`src/rtl/osd_pkg.sv`:
```
// Shared types and constants for the OSD tile-map write arbiter.
package osd_pkg;

    // Arbiter FSM states. CLEAR is only reachable when the clear engine is built in.
    typedef enum logic [1:0] {
        IDLE  = 2'd0,
        WRITE = 2'd1,
        CLEAR = 2'd2
    } osd_arb_state_t;

    // Requester identity: A = SPI host bus, B = on-chip status text writer.
    typedef enum logic {
        REQ_A = 1'b0,
        REQ_B = 1'b1
    } osd_req_id_t;

    // Byte the clear engine writes into every tile (ASCII space).
    localparam logic [7:0] OSD_CLEAR_CHAR = 8'h20;

    // Number of tiles in a cx-by-cy character map.
    function automatic int unsigned osd_tiles(input int unsigned cx, input int unsigned cy);
        return cx * cy;
    endfunction

endpackage

```
`src/rtl/osd_rr_arb2.sv`:
```
// Combinational two-way round-robin pick. A lone request always wins;
// on a tie the requester that did not win last time is chosen.
module osd_rr_arb2
    import osd_pkg::*;
(
    input  logic        req_a_i,
    input  logic        req_b_i,
    input  osd_req_id_t last_grant_i,
    output logic        valid_o,
    output osd_req_id_t grant_o
);

    // Pick a winner from the two request lines and the previous winner.
    always_comb begin
        valid_o = req_a_i | req_b_i;
        grant_o = REQ_A;
        if (req_a_i && req_b_i) begin
            grant_o = (last_grant_i == REQ_A) ? REQ_B : REQ_A;
        end else if (req_b_i) begin
            grant_o = REQ_B;
        end
    end

endmodule

```
`src/rtl/osd_tile_write_arbiter.sv`:
```
// Sole write master for the OSD tile map. Shares the single write port
// between requester A (SPI host) and requester B (status text writer) with
// round-robin arbitration and a req/ack handshake; out-of-range addresses
// are acknowledged but dropped. The optional full-map clear engine is
// compiled in when the macro OSD_CLEAR_EN is defined.
module osd_tile_write_arbiter
    import osd_pkg::*;
#(
    parameter int unsigned c_chars_x    = 64,
    parameter int unsigned c_chars_y    = 24,
    parameter int unsigned c_addr_bits  = 11,
    parameter logic [7:0]  c_clear_char = OSD_CLEAR_CHAR
) (
    input  logic                   clk_pixel,
    input  logic                   reset,
    input  logic                   i_a_req,
    input  logic [c_addr_bits-1:0] i_a_addr,
    input  logic [7:0]             i_a_data,
    output logic                   o_a_ack,
    input  logic                   i_b_req,
    input  logic [c_addr_bits-1:0] i_b_addr,
    input  logic [7:0]             i_b_data,
    output logic                   o_b_ack,
    input  logic                   i_clear,
    output logic                   o_wr,
    output logic [c_addr_bits-1:0] o_addr,
    output logic [7:0]             o_data,
    output logic                   o_oob,
    output logic                   o_busy,
    output logic                   o_clear_done
);

    localparam int unsigned            N_TILES  = osd_tiles(c_chars_x, c_chars_y);
    // One extra bit so a map that exactly fills the address space still compares correctly.
    localparam logic [c_addr_bits:0]   TILES_W  = (c_addr_bits + 1)'(N_TILES);

    osd_arb_state_t          state_q, state_d;
    osd_req_id_t             last_grant_q, last_grant_d;
    osd_req_id_t             grant_q, grant_d;
    logic                    wr_q, wr_d;
    logic [c_addr_bits-1:0]  addr_q, addr_d;
    logic [7:0]              data_q, data_d;
    logic                    a_ack_q, a_ack_d;
    logic                    b_ack_q, b_ack_d;
    logic                    oob_q, oob_d;
    logic                    busy_q, busy_d;

    logic                    pick_valid;
    osd_req_id_t             pick;
    logic [c_addr_bits-1:0]  sel_addr;
    logic [7:0]              sel_data;
    logic                    sel_in_range;

`ifdef OSD_CLEAR_EN
    localparam logic [c_addr_bits-1:0] LAST_ADDR = c_addr_bits'(N_TILES - 1);

    logic                    clear_pending_q, clear_pending_d;
    logic [c_addr_bits-1:0]  clr_cnt_q, clr_cnt_d;
    logic                    clear_last_q, clear_last_d;
    logic                    clear_done_q, clear_done_d;
`else
    logic                    unused_clear;
    assign unused_clear = i_clear ^ (^c_clear_char);
`endif

    // A requester whose ack is on the outputs this cycle still has req high;
    // masking it stops the same request from being granted twice.
    osd_rr_arb2 u_rr (
        .req_a_i      (i_a_req & ~a_ack_q),
        .req_b_i      (i_b_req & ~b_ack_q),
        .last_grant_i (last_grant_q),
        .valid_o      (pick_valid),
        .grant_o      (pick)
    );

    // Inputs of the granted requester; they are held stable until its ack.
    assign sel_addr     = (grant_q == REQ_A) ? i_a_addr : i_b_addr;
    assign sel_data     = (grant_q == REQ_A) ? i_a_data : i_b_data;
    assign sel_in_range = ({1'b0, sel_addr} < TILES_W);

    // Next-state and next-output logic for the arbiter FSM.
    always_comb begin
        state_d      = state_q;
        last_grant_d = last_grant_q;
        grant_d      = grant_q;
        wr_d         = 1'b0;
        addr_d       = addr_q;
        data_d       = data_q;
        a_ack_d      = 1'b0;
        b_ack_d      = 1'b0;
        oob_d        = 1'b0;
`ifdef OSD_CLEAR_EN
        clear_pending_d = clear_pending_q;
        clr_cnt_d       = clr_cnt_q;
        clear_last_d    = 1'b0;
        clear_done_d    = clear_last_q;
`endif
        case (state_q)
            IDLE: begin
`ifdef OSD_CLEAR_EN
                if (clear_pending_q || i_clear) begin
                    state_d         = CLEAR;
                    clear_pending_d = 1'b0;
                    clr_cnt_d       = '0;
                end else
`endif
                if (pick_valid) begin
                    state_d      = WRITE;
                    grant_d      = pick;
                    last_grant_d = pick;
                end
            end
            WRITE: begin
                a_ack_d = (grant_q == REQ_A);
                b_ack_d = (grant_q == REQ_B);
                if (sel_in_range) begin
                    wr_d   = 1'b1;
                    addr_d = sel_addr;
                    data_d = sel_data;
                end else begin
                    oob_d  = 1'b1;
                end
                state_d = IDLE;
`ifdef OSD_CLEAR_EN
                if (i_clear) begin
                    clear_pending_d = 1'b1;
                end
`endif
            end
`ifdef OSD_CLEAR_EN
            CLEAR: begin
                wr_d   = 1'b1;
                addr_d = clr_cnt_q;
                data_d = c_clear_char;
                if (clr_cnt_q == LAST_ADDR) begin
                    state_d      = IDLE;
                    clear_last_d = 1'b1;
                end else begin
                    clr_cnt_d = clr_cnt_q + 1'b1;
                end
            end
`endif
            default: begin
                state_d = IDLE;
            end
        endcase
        busy_d = (state_d != IDLE);
    end

    // State and output registers with synchronous reset.
    always_ff @(posedge clk_pixel) begin
        if (reset) begin
            state_q      <= IDLE;
            last_grant_q <= REQ_B;
            grant_q      <= REQ_A;
            wr_q         <= 1'b0;
            addr_q       <= '0;
            data_q       <= '0;
            a_ack_q      <= 1'b0;
            b_ack_q      <= 1'b0;
            oob_q        <= 1'b0;
            busy_q       <= 1'b0;
        end else begin
            state_q      <= state_d;
            last_grant_q <= last_grant_d;
            grant_q      <= grant_d;
            wr_q         <= wr_d;
            addr_q       <= addr_d;
            data_q       <= data_d;
            a_ack_q      <= a_ack_d;
            b_ack_q      <= b_ack_d;
            oob_q        <= oob_d;
            busy_q       <= busy_d;
        end
    end

`ifdef OSD_CLEAR_EN
    // Clear engine registers: pending flag, address counter and done pipeline.
    always_ff @(posedge clk_pixel) begin
        if (reset) begin
            clear_pending_q <= 1'b0;
            clr_cnt_q       <= '0;
            clear_last_q    <= 1'b0;
            clear_done_q    <= 1'b0;
        end else begin
            clear_pending_q <= clear_pending_d;
            clr_cnt_q       <= clr_cnt_d;
            clear_last_q    <= clear_last_d;
            clear_done_q    <= clear_done_d;
        end
    end

    assign o_clear_done = clear_done_q;
`else
    assign o_clear_done = 1'b0;
`endif

    assign o_wr    = wr_q;
    assign o_addr  = addr_q;
    assign o_data  = data_q;
    assign o_a_ack = a_ack_q;
    assign o_b_ack = b_ack_q;
    assign o_oob   = oob_q;
    assign o_busy  = busy_q;

endmodule
```
`config.mk`:
```
export PLATFORM = sky130hd
export DESIGN_NAME = osd_tile_write_arbiter
export DESIGN_NICKNAME = d
export VERILOG_FILES = /design/src/rtl/osd_pkg.sv /design/src/rtl/osd_rr_arb2.sv /design/src/rtl/osd_tile_write_arbiter.sv
export SDC_FILE = /design/constraint.sdc
export NUM_CORES = 1
export LEC_CHECK = 0
export ABC_CLOCK_PERIOD_IN_PS = 1550
export BUFFER_PORTS_ARGS = -buffer_cell sky130_fd_sc_hd__buf_2
export CAP_MARGIN = 20
export CORE_MARGIN = 8
export CORE_UTILIZATION = 44
export CTS_CLUSTER_SIZE = 30
export DETAILED_ROUTE_END_ITERATION = 16
export GPL_ROUTABILITY_DRIVEN = 0
export PLACE_DENSITY_LB_ADDON = 0.3
export SYNTH_ARGS = -nofsm -noshare
export SYNTH_HDL_FRONTEND = slang
export SYNTH_HIERARCHICAL = 1
export SYNTH_SLANG_ARGS = --single-unit
```
`constraint.sdc`:
```
create_clock -name clk_pixel -period 1.55 [get_ports clk_pixel]
set_input_delay 0.155 -clock clk_pixel [delete_from_list [all_inputs] [get_ports clk_pixel]]
set_output_delay 0.155 -clock clk_pixel [all_outputs]
set_load 0.02 [all_outputs]
```
==> metrics.md <==
| Metric | Value |
|---|---|
| Outcome | finished, final reports clean |
| Sw Ratio | 0.265 |
| Simple-gate share of the synthesized area | 0.0941 |
| Multi-input gate area | 644 um^2 |
| Final Hold Violating Endpoints | 0 |
| Worst hold path type | in -> reg |
| Cell area after synthesis | 0.00130 mm^2 |
| FF-to-FF End | last_grant_q |
| 1st-pass router iterations | 4 |
| Leakage | 0.000728 uW |
| HPWL reported at the end of detailed placement | 2.75 mm |
| Layout cell share with drive strength beyond 1 | 0.471 |
| Clock Tree Root | clkbuf_4 |
| Reg2Reg Depth | 5 |
| Largest net degree at the start of global routing | 28 |
| Crit path DAT | 1.67 ns |
| Worst Setup End Kind | register |
| Data required, critical path | 1.78 ns |
| Initial DRC Count | 31 |
| First-pass GRT wire length | 5.59 mm |
| Met3 usage | 0.0734 |
| Power Internal | 1010 uW |
| Seq cells post-synth | 28 |
| Worst-Skew Late Latency | 0.32 ns |
| Vias/cell | 5.38 |
| I/O Buffers | 65 |
| XOR/XNOR Fraction of Synth Area | 0 |
| Core Area | 0.00278 mm^2 |
| Post_cts resized | 0 |
| Dpl ws | 0.132 ns |
| Post-placement cell area | 0.00163 mm^2 |
| Tcrit/Tclk final | 0.931 |
| Synth top area share | 0.430 |
| Met2 Usage GRT | 0.214 |
| Via count | 1173 |
| Non-filler cells, final | 218 |
| Fin area | 0.00167 mm^2 |
| GRT Total Usage | 0.134 |
| Avg Inst Size Synth | 10.5 um^2 |
| Max reg flops | 11 |
| Tmin final | 1.44 ns |
| Critical path type | reg -> reg |
| Initial Utilization | 0.468 |
| Post-CTS setup buffers | 0 |
| Clock skew | 0.00423 ns |
| Most frequent cell after synthesis | dfxtp_1 |
| Setup_tns | 0 ns |
| Die W | 70.4 um |
| Die H | 70.4 um |
| Fill cells | 269 |
| Sw power | 365 uW |
| R2R Path Start | o_b_ack |
| # IOs | 68 |
| Synth top area cells | dfxtp_1 (43%), mux2i_1 (15%), a31oi_1 (8.2%), a211oi_2 (7.7%), a211oi_1 (5.8%) |
| Post-synthesis sequential area ratio | 0.430 |
| Distinct cells, synth | 25 |
| Synth Instances | 124 |
| CTS tree | yes |
| Die area | 0.00496 mm^2 |
| Rows | 19 |
| Area share of fa/ha/maj cells after synthesis | 0 |
| Reg area | 561 um^2 |
| Critical Path End | last_grant_q |
| Main combinational cell family by area after synthesis | compound AO/OA/AOI/OAI gates |
| Detail Route Antenna Nets | 0 |
| DRC viols | 0 |
| Post-synthesis mux area share | 0.146 |
| Max VDD drop | 537 uV |
| Post-synthesis compound-gate area fraction | 0.249 |
| Comb pwr share | 0.189 |
| Number of max-slew violations in the final report | 0 |
| Worst-path fanout max | 4 |
| GR peak layer | met2 |
| Ys async rst share | 0 |
| Dominant synthesized flop cell | dfxtp_1 |
| Diodes inserted | 0 |
| Clock transition at path regs | 0.15 ns |
| PwrDens | 826 mW/mm^2 |
| Clk buf depth | 2 |
| Total CTS buffers | 3 |
| Vias in the first global route | 1260 |
| Nets | 231 |
| H-Tree Depth | 1 |
| Worst-margin pin slew | 0.585 ns |
| MaxCap Viol Count | 0 |
| CP Launch Point | o_b_ack |
| Synth top cells by count | dfxtp_1 (28), mux2i_1 (19), a31oi_1 (17) |
| Final Setup Violations | 0 |
| Final setup margin | 0.106 ns |
| Number of synthesized flops with an enable pin | 0 |
| Synthesis-to-finish area growth | 27.9% |
| R2r setup slk | 0.11 ns |
| Clock power frac | 0.255 |
| Routed WL | 3.54 mm |
| Synth warn | 6 |
| Grt ovf | 0 |
| Design Power | 1380 uW |
| F_max | 693 MHz |
| Sequential fraction of design power | 0.556 |
| CTS Sinks | 28 |
| Worst setup SP type | register |
| Routed length per instance | 16.2 um |
| Slew HR | 0.610 |
| RSZ-0062 raised after global routing | no |
| Hold_buf cts | 0 |
| Synth area leader | dfxtp_1 |
| Post-Place Cells | 214 |
| Antenna violations before repair | 0 |
| Met1 Track Usage GR | 0.147 |
## worst min path at each step
stage | start | endpoint | slack (ns) | cells past startpoint
2_1_floorplan | i_a_addr[5] | o_addr[5] | 0.39 | 2
3_3_place_gp | o_addr[9] | o_addr[9] | 0.45 | 1
3_5_place_dp | o_addr[9] | o_addr[9] | 0.46 | 1
4_1_cts | i_a_addr[8] | o_addr[8] | 0.15 | 3
5_1_grt | i_a_data[1] | o_data[1] | 0.15 | 3
6_report | i_a_addr[8] | o_addr[8] | 0.15 | 3
## area by class of cell
cell class | count | share of cell area
multi-input cells | 82 | 0.387
well taps | 31 | 0.0233
repair buffers | 73 | 0.231
clock buffers | 4 | 0.0218
flip-flops and latches | 28 | 0.337
## routing by layer
layer,part of all wire,vias to the layer above
li1,-,590
met1,0.43,525
met2,0.44,54
met3,0.12,4
met4,0.011,0
met5,0,-
## cell usage in the layout, fill, tap and decap left out
master,instances
buf_4,8
a21oi_1,4
buf_2,65
dfxtp_1,28
a211oi_2,8
and3_4,1
nand2b_1,1
a211oi_1,10
o21a_1,2
or2_1,1
clkbuf_8,1
mux2i_1,19
nand3b_4,1
clkbuf_4,3
nand3_1,2
nor3_1,2
nor2b_1,2
conb_1,2
a21boi_1,1
a31oi_1,17
and2b_1,1
nor3b_1,1
nor2_1,3
or3b_2,1
nand2_1,3
## cells by family (layout without fill, tap and decap cells)
kind of cell    Yosys count  after routing
compound gates           42             42
buf+inv                  15             77
flops                    28             28
mux                      19             19
other cells               1              2
simple gates             19             19
## critical path, cell delays in order, from the launching register on
cell	delay, ns
dfxtp_1	0.34
nor2b_1	0.14
or2_1	0.14
or3b_2	0.49
a21oi_1	0.17
nand2_1	0.07
## stage by stage
| step | hold WS (ns) | utilization |
|---|---|---|
| 3_5_place_dp | 0.460 | 0.586 |
| 2_1_floorplan | 0.390 | - |
| 6_report | 0.153 | 0.599 |
| 4_1_cts | 0.149 | 0.599 |
| 3_3_place_gp | 0.449 | 0.586 |
| 5_1_grt | 0.146 | 0.599 |
## power groups by stage
stage	clock (uW)	sequential [uW]	combinational (uW)
2_1_floorplan	0	806	142
3_3_place_gp	0	780	252
3_5_place_dp	0	781	262
4_1_cts	360	766	263
5_1_grt	393	769	283
6_report	350	766	260
(Power assumes the default switching activity.)
